--- config.mk ---
export PLATFORM = sky130hd
export DESIGN_NAME = nand_page_read_out
export DESIGN_NICKNAME = d
export VERILOG_FILES = /design/src/rtl/nand_page_read_out.sv
export SDC_FILE = /design/constraint.sdc
export NUM_CORES = 1
export LEC_CHECK = 0
export CAP_MARGIN = 30
export CELL_PAD_IN_SITES_DETAIL_PLACEMENT = 0
export CELL_PAD_IN_SITES_GLOBAL_PLACEMENT = 1
export CORE_MARGIN = 4
export CORE_UTILIZATION = 45
export DETAILED_ROUTE_END_ITERATION = 7
export MAX_ROUTING_LAYER = met4
export PLACE_DENSITY_LB_ADDON = 0.1
export SYNTH_ARGS = -nofsm -noshare
export SYNTH_HDL_FRONTEND = slang
export SYNTH_SLANG_ARGS = --single-unit
--- constraint.sdc ---
create_clock -name clk -period 4.6 [get_ports clk]
set_input_delay 0.92 -clock clk [delete_from_list [all_inputs] [get_ports clk]]
set_output_delay 0.92 -clock clk [all_outputs]
set_load 0.05 [all_outputs]
--- src/rtl/nand_page_read_out.sv ---
// NAND page read-out: waits out tR on R/B#, strobes RE# once per byte and hands each
// captured byte to a one-entry valid/ready output register.
module nand_page_read_out #(
    parameter int unsigned PAGE_BYTES  = 2048,
    parameter int unsigned RE_LOW_CYC  = 2,
    parameter int unsigned RE_HIGH_CYC = 1,
    parameter int unsigned TWB_CYC     = 4,
    parameter int unsigned TIMEOUT_CYC = 65535
) (
    input  logic                              clk,
    input  logic                              reset,
    input  logic                              start,
    input  logic                              rb_n,
    input  logic [7:0]                        IOin,
    output logic                              CEx,
    output logic                              REx,
    output logic [7:0]                        data_out,
    output logic                              data_valid,
    input  logic                              data_ready,
    output logic [$clog2(PAGE_BYTES+1)-1:0]   byte_cnt,
    output logic                              busy,
    output logic                              done,
    output logic                              error
);

    localparam int unsigned BCW = $clog2(PAGE_BYTES + 1);

    localparam logic [15:0]    TWB_LAST  = 16'(TWB_CYC - 1);
    localparam logic [15:0]    TO_LAST   = 16'(TIMEOUT_CYC - 1);
    localparam logic [15:0]    RL_LAST   = 16'(RE_LOW_CYC - 1);
    localparam logic [15:0]    RH_LAST   = 16'(RE_HIGH_CYC - 1);
    localparam logic [BCW-1:0] PAGE_FULL = BCW'(PAGE_BYTES);

    typedef enum logic [2:0] {
        StIdle, StWaitBusy, StWaitReady, StReLow, StReHigh, StStall, StDrain, StDone
    } state_e;

    state_e         state_q, state_d;
    logic [15:0]    cnt_q, cnt_d;
    logic           rb_meta_q, rb_sync_q;
    logic           cex_q, rex_q, busy_q, done_q, error_q;
    logic [7:0]     data_out_q;
    logic           data_valid_q;
    logic [BCW-1:0] byte_cnt_q;

    logic accept, capture, start_acc, set_err, ce_off_d;

    assign accept = data_valid_q & data_ready;

    always_comb begin
        state_d   = state_q;
        cnt_d     = cnt_q;
        capture   = 1'b0;
        start_acc = 1'b0;
        set_err   = 1'b0;
        unique case (state_q)
            StIdle: begin
                if (start) begin
                    state_d   = StWaitBusy;
                    cnt_d     = '0;
                    start_acc = 1'b1;
                end
            end
            StWaitBusy: begin
                // Not seeing R/B# fall within tWB means the page was already cached.
                if (!rb_sync_q || cnt_q == TWB_LAST) begin
                    state_d = StWaitReady;
                    cnt_d   = '0;
                end else begin
                    cnt_d = cnt_q + 16'd1;
                end
            end
            StWaitReady: begin
                if (rb_sync_q) begin
                    state_d = StReLow;
                    cnt_d   = '0;
                end else if (cnt_q == TO_LAST) begin
                    state_d = StIdle;
                    set_err = 1'b1;
                end else begin
                    cnt_d = cnt_q + 16'd1;
                end
            end
            StReLow: begin
                if (cnt_q == RL_LAST) begin
                    capture = 1'b1;
                    state_d = StReHigh;
                    cnt_d   = '0;
                end else begin
                    cnt_d = cnt_q + 16'd1;
                end
            end
            StReHigh: begin
                if (cnt_q == RH_LAST) begin
                    cnt_d = '0;
                    if (byte_cnt_q == PAGE_FULL) begin
                        state_d = StDrain;
                    end else if (data_valid_q && !data_ready) begin
                        state_d = StStall;
                    end else begin
                        state_d = StReLow;
                    end
                end else begin
                    cnt_d = cnt_q + 16'd1;
                end
            end
            StStall: begin
                if (accept) state_d = StReLow;
            end
            StDrain: begin
                if (!data_valid_q || data_ready) state_d = StDone;
            end
            StDone: state_d = StIdle;
            default: state_d = StIdle;
        endcase
        ce_off_d = (state_d == StIdle) || (state_d == StDone);
    end

    // Strobes and status come straight from flops so the flash pins never glitch.
    always_ff @(posedge clk or posedge reset) begin
        if (reset) begin
            state_q      <= StIdle;
            cnt_q        <= '0;
            rb_meta_q    <= 1'b1;
            rb_sync_q    <= 1'b1;
            cex_q        <= 1'b1;
            rex_q        <= 1'b1;
            busy_q       <= 1'b0;
            done_q       <= 1'b0;
            error_q      <= 1'b0;
            data_out_q   <= '0;
            data_valid_q <= 1'b0;
            byte_cnt_q   <= '0;
        end else begin
            state_q   <= state_d;
            cnt_q     <= cnt_d;
            rb_meta_q <= rb_n;
            rb_sync_q <= rb_meta_q;
            cex_q     <= ce_off_d;
            rex_q     <= (state_d != StReLow);
            busy_q    <= !ce_off_d;
            done_q    <= (state_d == StDone);
            if (capture) begin
                data_out_q   <= IOin;
                data_valid_q <= 1'b1;
                byte_cnt_q   <= byte_cnt_q + BCW'(1);
            end else if (accept) begin
                data_valid_q <= 1'b0;
            end
            if (start_acc) begin
                byte_cnt_q <= '0;
                error_q    <= 1'b0;
            end else if (set_err) begin
                error_q <= 1'b1;
            end
        end
    end

    assign CEx        = cex_q;
    assign REx        = rex_q;
    assign busy       = busy_q;
    assign done       = done_q;
    assign error      = error_q;
    assign data_out   = data_out_q;
    assign data_valid = data_valid_q;
    assign byte_cnt   = byte_cnt_q;

endmodule

Yosys cells after proc, flatten, opt, wreduce, memory -nomap -nowiden
Index checks and enable logic that the tools add are counted.
{"block": "totals", "ff_bits": 47, "input_bits": 13, "out_inout_bits": 26, "elab_cells": 77}
{"block": "classes", "add_sub_neg": 2, "n_eq_ne": 15, "mux": 31, "bitwise_logic": 1, "n_reduce_logical": 16}
{"operator": "16-bit two-way mux", "n": 6}
{"operator": "16-bit case mux with 5 select lines", "n": 1}
{"operator": "3-bit two-way mux", "n": 10}
{"operator": "12-bit two-way mux", "n": 2}
{"operator": "3-bit case mux with 8 select lines", "n": 1}
{"operator": "16-bit by 1-bit adder with 16-bit output, second input constant", "n": 1}
{"operator": "16-bit by 1-bit equality test with 1-bit output, second input constant", "n": 1}
{"operator": "16-bit equality test, second input constant", "n": 1}
{"operator": "16-bit by 2-bit equality test with 1-bit output, second input constant", "n": 1}
{"operator": "16-bit logical NOT", "n": 1}
{"operator": "3-bit equality test, second input constant", "n": 5}
{"operator": "12-bit by 1-bit adder with 12-bit output, second input constant", "n": 1}
{"operator": "12-bit equality test, second input constant", "n": 1}
{"operator": "1-bit two-way mux", "n": 11}
{"operator": "3-bit by 2-bit equality test with 1-bit output, second input constant", "n": 2}
{"operator": "3-bit logical NOT", "n": 2}
{"operator": "2-bit nonzero test", "n": 3}
{"operator": "5-bit nonzero test", "n": 1}
{"operator": "1-bit logical NOT", "n": 4}
{"operator": "3-bit by 1-bit equality test with 1-bit output, second input constant", "n": 1}
{"operator": "1-bit logical OR", "n": 3}
{"operator": "3-bit by 2-bit inequality test with 1-bit output, second input constant", "n": 1}
{"operator": "3-bit inequality test, second input constant", "n": 1}
{"operator": "3-bit AND reduction", "n": 1}
{"operator": "3 further kinds", "n": 3}

Longest topological paths before layout
Gate-level depths: netlist of run 1.
{"block": "logic_depth", "depth_word": 9, "mapped_depth": 9, "mapped_depth_nobuf": 8}

Worst setup path before layout of run 1
OpenSTA, ideal clock, no wires.
{"block": "synth_path", "path_type": "register -> register", "from": "register byte_cnt_q[0] (netlist: byte_cnt[0])", "to": "register busy_q (netlist: busy)", "setup_time_ns": 0.124, "arrival_ns": 1.944, "required_time_ns": 4.476, "path_slack_ns": 2.533, "path_stages_with_launch": 8, "n_path_buf": 0, "synth_period_minus_slack_ns": 2.067, "path_cell_list": "dfrtp_1 > inv_1 > ha_1 > nor4bb_1 > nand3_1 > a21oi_2 > or3_1 > o31a_1"}
{"block": "synth_via", "elab_chain_len": 7}
{"item": "start: declaration", "line_no": "44", "source": "logic [BCW-1:0] byte_cnt_q;"}
{"item": "start signal: assignment", "line_no": "146", "source": "byte_cnt_q <= byte_cnt_q + BCW'(1);"}
{"item": "12-bit equality test *", "line_no": "96", "source": "if (byte_cnt_q == PAGE_FULL) begin"}
{"item": "3-bit two-way mux *", "line_no": "96"}
{"item": "3-bit two-way mux *", "line_no": "94", "source": "if (cnt_q == RH_LAST) begin"}
{"item": "3-bit case mux with 8 select lines *", "line_no": "56", "source": "unique case (state_q)"}
{"item": "3-bit equality test / 3-bit logical NOT (equally long branches)", "line_no": "116", "source": "ce_off_d = (state_d == StIdle) || (state_d == StDone);"}
{"item": "1-bit logical OR *", "line_no": "116"}
{"item": "1-bit logical NOT *", "line_no": "141", "source": "busy_q <= !ce_off_d;"}
{"item": "end signal: assignment", "line_no": "141"}
{"item": "end: declaration", "line_no": "41", "source": "logic cex_q, rex_q, busy_q, done_q, error_q;"}
Every way passes the cells marked *; elsewhere a longest branch is shown, timed or not.
A chain may end at the register's enable or synchronous reset.

Final worst setup path of run 1
{"block": "layout_path", "from": "input port start", "to": "register cnt_q[5]"}
{"block": "layout_via", "elab_chain_len": 2}
{"item": "start: declaration", "line_no": "12", "source": "input logic start,"}
{"item": "2-bit inequality test (no source line)"}
{"item": "3-bit AND reduction (no source line)"}
{"item": "end signal: assignment", "line_no": "136", "source": "cnt_q <= cnt_d;"}
{"item": "end: declaration", "line_no": "39", "source": "logic [15:0] cnt_q, cnt_d;"}
No other way between the ends.

==> results.md, run 1 <==
- Drt first pass iters: 4
- Register area share after synthesis: 0.450
- Seq cells post-synth: 47
- Clock sink count: 47
- Synth cell types: 50
- Pin slew with the least headroom to its limit: 0.744 ns
- Fin Clk Skew: between 0.007 and 0.008 ns
- Hold Crit Endpoint: rb_sync_q
- GR Util met2: 0.278
- Final setup margin: 2.02 ns
- Die height: 84.4 um
- Layout Utilization: 0.567
- Max FO, Critical Path: 12
- Vias: around 2100
- GR Util met3: 0.0343
- Die ar.: between 7000 and 8000 um^2
- Fill count: 501
- Resized Gates After CTS: 0
- DR WL/cell: between 15 and 20 um
- Area leader, netlist: dfrtp_1
- Tcrit/Tclk final: 0.561
- Max Root-Sink Buffers: 2
- Max-cap violations: 0
- Design Power: approximately 1.8 mW
- Syn Nets: between 200 and 300
- CTS tree: built
- Die Wd: roughly 84 um
- Post-CTS setup buffers: 0
- CTS buffer count: 5
- Mapped cell area: 2630 um^2
- Synth warn: 0
- Setup TNS: 0 ns
- Yosys top cell area share: 0.410
- Total gr overflow: 0
- Clk_lat worst skew: around 0.30 ns
- DP Worst Slack: between 1.5 and 2 ns
- Flop pwr share: 0.330
- Status: completed
- Reg2reg start: cnt_q[1]
- Critical Path AT: about 2.8 ns
- Initial drt markers: 160
- ANT cells: 0
- Hold WC Path Type: reg -> reg
- Buffers on Ports: 38
- Largest net degree at the start of global routing: 32
- Worst Setup End Kind: flip-flop
- Synth top area cells: dfrtp_1 41%, nor2_1 4.4%, nor4_4 4.1%
- Slew Limit Headroom: 0.504
- Post-DP HPWL: about 4300 um
- Share of post-route cells with drive strength above 1: 0.123
- M1 GR Usage: 0.235
- CTS Hold Bufs: 0
- Pwr/cell area: ~560 nW/um^2
- Worst vdd ir: 0.000352 V
- Final slew viol count: 0
- Via density: 5.58
- Drc violations: 0
- Async SR Flop Fraction: 1.00
- Area Overhead vs Synth: 20.4%
- Fin crit period: 2.58 ns
- Nets: between 300 and 400
- Number of I/O pins: 39
- R2r endpoint: cnt_q[5]
- Post-synth EDFFs: 0
- RSZ-0062 raised after global routing: false
- Switching part of the total: 0.459
- Drt total wl: slightly below 6000 um
- First-pass GRT wire length: 10000 um
- Initial antenna violation count: 0
- Core area: 5570 um^2
- Clk slew on worst S/H paths: about 0.09 ns
- Worst Hold Launch: rb_meta_q
- Hold Vio Cnt, Final: 0
- FMAX: 0.387 GHz
- GR peak layer: met2
- H-tree Lvls: 2
- Switching power: approximately 0.81 mW
- Vias in the first global route: 2055
- Crit start category: input pin
- Number of core rows: 27
- Internal: approximately 0.96 mW
- Clock power share: 0.161
- Synth Instances: between 200 and 300
- Synthesized area per cell: just under 10 um^2
- Leak: 1.28 nW
- Routed Antenna Nets: 0
- Crit Path Category: in -> reg
- Top FF cell, synth: dfrtp_1
- R2R depth: 8
- GP Congestion: a little over 0.8
- Clk root buf: clkbuf_8
- Total global-route track usage: 0.177
- Worst Hold Path Cells: 0
- FF-to-FF setup slack: 2.12 ns
- Initial Utilization: 0.471
- Comb pwr share: 0.509
- Worst EP required: ~4.8 ns
- Setup violators final: 0
## power by group through the flow
| stage | Clock, mW | Sequential [mW] | Combinational [mW] |
|---|---|---|---|
| 2_1_floorplan | 0 | 0.768 | 0.490 |
| 3_3_place_gp | 0 | 0.589 | 0.892 |
| 3_5_place_dp | 0 | 0.591 | 0.901 |
| 4_1_cts | 0.290 | 0.583 | 0.904 |
| 5_1_grt | 0.305 | 0.600 | 0.972 |
| 6_report | 0.284 | 0.583 | 0.899 |
## sequential cells by signal (all words and copies together), names as in the netlist, 3 cells and up
register  flops
cnt_q        16
byte_cnt     12
data_out      8
state_q       3
## worst max-delay path by stage
stage                     start           to  slack (ns)  cells past startpoint
floorplan           byte_cnt[0]         busy        2.53                      7
global placement          start     cnt_q[8]        1.79                      6
detailed placement        start     cnt_q[5]        1.73                      6
CTS                 byte_cnt[4]  byte_cnt[4]        2.03                      1
global route              start     cnt_q[3]        1.91                      6
finish                    start     cnt_q[5]        2.02                      6
## metrics by stage
| step | hold slack [ns] | instances | instance area (um^2) |
|---|---|---|---|
| detailed placement | 0.348 | 364 | 3060 |
| finish | 0.363 | 372 | 3160 |
| global route | 0.366 | 372 | 3160 |
| CTS | 0.361 | 372 | 3160 |
| global placement | 0.345 | 363 | 3040 |
| floorplan | 0.345 | 264 | 2630 |
## cells in the mapped netlist (7+ instances only)
| cell | n |
|---|---|
| dfrtp_1 | 43 |
| nor2_1 | 31 |
| nand3_1 | 19 |
| nand2_1 | 18 |
| o21ai_0 | 11 |
| nand4_1 | 10 |
| xor2_1 | 10 |
| inv_1 | 8 |
| mux2_2 | 8 |
| and3_1 | 7 |
## area by class of cell
cell class | instances | area [um^2] | area share
Timing Repair Buffer | 39 | 400 | 0.127
Multi-Input combinational cell | 198 | 1360 | 0.429
Sequential cell | 47 | 1180 | 0.374
Clock buffer | 7 | 96.3 | 0.0305
Clock inverter | 1 | 7.51 | 0.00238
Inverter | 8 | 30.0 | 0.00950
Tap cell | 72 | 90.1 | 0.0285
## cell families (layout without fill, tap and decap cells)
group | Yosys count | in the layout | synth area share
AOI/OAI and AO/OA | 48 | 48 | 0.132
DFF | 47 | 47 | 0.450
xor gates and xnor gates | 12 | 12 | 0.0400
adders and majority gates | 6 | 6 | 0.0286
muxes | 11 | 11 | 0.0458
buffers and inverters | 19 | 55 | 0.0338
and+or+nand+nor | 121 | 121 | 0.270
## worst max-delay path: stages
cell	delay, ns
clkdlybuf4s50_1	0.45
nor4_1	0.40
a21o_1	0.17
a31oi_2	0.08
a21oi_2	0.55
o32ai_1	0.17
## cells in the final DEF, fill, tap and decap left out, drive strengths merged, types with 8 or more instances in the layout
cell type / netlist / final
mux2: 8 / 8
xor2: 10 / 10
dfrtp: 43 / 43
nand2: 18 / 18
o21ai: 12 / 12
nand4: 11 / 11
nor2: 31 / 31
nand3: 19 / 19
clkdlybuf4s50: 0 / 38
inv: 8 / 8
## layer usage
layer,part of all wire,vias up
li1,-,1027
met4,0.011,0
met1,0.48,1002
met2,0.47,40
met5,0,-
met3,0.038,6
Power figures use the tool's default switching activity.
==> run 2, diff against run 1 <==
CORE_UTILIZATION = 38   (was 45)
clock period = 2.35 ns   (was 4.6 ns; I/O delays follow)
==> run 2 against run 1 <==
Final cell count increased by 6.5%. Power increased by 100%. Critical path depth unchanged. Wire length increased by 4.6%. Core utilization decreased by 8.0 points.
==> results.md, run 2 (same netlist as run 1, synthesis figures left out) <==
- Flop pwr share: 0.307 (was 0.330)
- CP Cell Sequence: nor4_4 -> and4_1 -> and2_4 -> a21oi_2 -> or3_1 -> o31a_1 (was clkdlybuf4s50_1 -> nor4_1 -> a21o_1 -> a31oi_2 -> a21oi_2 -> o32ai_1)
- Routed Antenna Nets: 0 (unchanged)
- Total global-route track usage: 0.162 (was 0.177)
- Share of post-route cells with drive strength above 1: 0.168 (was 0.123)
- Via density: 5.33 (was 5.58)
- ANT cells: 0 (unchanged)
- Crit Path Category: reg -> reg (was in -> reg)
- H-tree Lvls: 2 (unchanged)
- Highest-count cells in the layout ignoring fill and taps: 43 x dfrtp_1, 38 x clkdlybuf4s50_1, 31 x nor2_1 (unchanged)
- Storage cell area: 1180 um^2 (unchanged)
- Layout Cells excl Fill: 396 (was 372)
- Worst vdd ir: 0.000633 V (was 0.000352 V)
- First-pass GRT wire length: 10700 um (was 10000 um)
- Worst EP required: 2.54 ns (was 4.77 ns)
- Largest Register: cnt_q (unchanged)
- Clock power share: 0.135 (was 0.161)
- RSZ-0062 raised after global routing: false (unchanged)
- Largest net degree at the start of global routing: 48 (was 32)
- Drc violations: 0 (unchanged)
- Comb pwr share: 0.558 (was 0.509)
- Pwr/cell area: 1070 nW/um^2 (was 559 nW/um^2)
- CTS tree: built (unchanged)
- GP Congestion: 0.822 (was 0.818)
- Fill count: 655 (was 501)
- Die ar.: 8300 um^2 (was 7120 um^2)
- Vias: 2111 (was 2075)
- Placed cells: 387 (was 364)
- Setup violators final: 0 (unchanged)
- Switching part of the total: 0.453 (was 0.459)
- Total gr overflow: 0 (unchanged)
- Hold WC Path Type: reg -> reg (unchanged)
- Initial antenna violation count: 0 (unchanged)
- Tcrit/Tclk final: 0.913
- Max-cap violations: 0 (unchanged)
- FMAX: around 0.47 GHz
- Drt first pass iters: 4 (unchanged)
- Placed inst area: 3190 um^2 (was 3060 um^2)
- DR WL/cell: 15.5 um (was 15.8 um)
- Internal: 1.93 mW (was 0.956 mW)
- Crit start category: flip-flop (was input pin)
- Clk root buf: clkbuf_8 (unchanged)
- Number of I/O pins: 39 (unchanged)
- Vias in the first global route: 2118 (was 2055)
- Status: completed (unchanged)
- Max FO, Critical Path: 4 (was 12)
- Max incr delay on CP: 0.42 ns (was 0.55 ns)
- Worst Setup End Kind: flip-flop (unchanged)
- Max reg flops: 16 (unchanged)
- Worst hold slack: 0.360 ns (was 0.363 ns)
- Post-route cell area: 3290 um^2 (was 3160 um^2)
- Final setup margin: 0.205 ns (was 2.02 ns)
- Critical Path AT: 2.34 ns (was 2.75 ns)
- Crit-path slowest cell: dfrtp_1 (was a21oi_2)
- Layout Utilization: 0.487 (was 0.567)
- Nets: 334 (was 318)
- Post-DP HPWL: 4460 um (was 4280 um)
- Final slew viol count: 0 (unchanged)
- CTS buffer count: 5 (unchanged)
- Die height: 91.1 um (was 84.4 um)
- Drt total wl: 6140 um (was 5860 um)
- Switching power: 1.60 mW (was 0.810 mW)
- Clock sink count: 47 (unchanged)
- Setup TNS: 0 ns (unchanged)
- CTS Hold Bufs: 0 (unchanged)
- Buffers on Ports: 38 (unchanged)
- Initial drt markers: 106 (was 160)
- Max Root-Sink Buffers: 2 (unchanged)
- Slew Limit Headroom: 0.559 (was 0.504)
- Initial Utilization: 0.389 (was 0.471)
- Hold Vio Cnt, Final: 0 (unchanged)
- Core area: 6760 um^2 (was 5570 um^2)
- Die Wd: 91.1 um (was 84.4 um)
- Fin Clk Skew: 0.00702 ns (was 0.00752 ns)
- Area of the multi-input gates: 1360 um^2 (about the same)
- Area Overhead vs Synth: 25.3% (was 20.4%)
- Fin crit period: 2.15 ns
- Design Power: 3.53 mW (was 1.77 mW)
- Pin slew with the least headroom to its limit: 0.656 ns (was 0.744 ns)
- Leak: 1.37 nW (was 1.28 nW)
- Number of core rows: 30 (was 27)
- Clk slew on worst S/H paths: 0.09 ns (about the same)
- Most common cell after layout, fill and taps aside: dfrtp_1 (unchanged)
- DP Worst Slack: 0.0459 ns (was 1.73 ns)
- Clk_lat worst skew: 0.30 ns (about the same)
run 2: cell types whose count changed in the layout (fill, tap and decap cells not counted):
cell	previous run	this run
buf_4	0	15
nor3_2	1	0
clkbuf_8	7	5
clkinv_2	0	3
clkinvlp_4	1	0
nor3_4	0	1
buf_12	1	2
run 2: path summary, 6_finish.rpt:
path                       slack, ns     endpoint  cells past startpoint  startpoint
max                             0.20         busy                      6   cnt_q[10]
min                             0.36    rb_sync_q                      0   rb_meta_q
max reg2reg                     0.20         busy                      6   cnt_q[10]
min reg2reg                     0.36    rb_sync_q                      0   rb_meta_q
max in group asynchronous       1.55          CEx                      3       reset
min in group asynchronous       0.51  data_out[3]                      3       reset
run 2: routing by layer:
metal,share of wire,track usage
met5,0,-
met4,0.015,0.0452
met3,0.040,0.0389
met2,0.47,0.255
met1,0.48,0.209
run 2: area by class of cell:
| type | instances | area share |
|---|---|---|
| Multi-Input combinational cell | 198 | 0.414 |
| Sequential cell | 47 | 0.359 |
| Timing Repair Buffer | 55 | 0.162 |
| Tap cell | 80 | 0.0304 |
| Clock buffer | 5 | 0.0209 |
| Inverter | 8 | 0.00913 |
| Clock inverter | 3 | 0.00456 |
run 2: timing repair:
action,CTS,global route
buffers inserted,0,1
gates resized for setup,0,1
endpoints found under the setup margin,0,8
run 2: worst max-delay path, delay by kind of cell, from the launching register on:
kind,cells,cell delay (ns)
AOI/OAI and AO/OA,2,0.37
DFF,1,0.42
and+or+nand+nor,4,1.24
run 2: power groups by stage:
| stage | Sequential (mW) | Clock (mW) | Combinational, mW |
|---|---|---|---|
| 2_1_floorplan | 1.50 | 0 | 0.959 |
| 3_3_place_gp | 1.10 | 0 | 1.95 |
| 3_5_place_dp | 1.10 | 0 | 1.95 |
| 4_1_cts | 1.08 | 0.504 | 1.96 |
| 5_1_grt | 1.11 | 0.540 | 2.14 |
| 6_report | 1.08 | 0.477 | 1.97 |
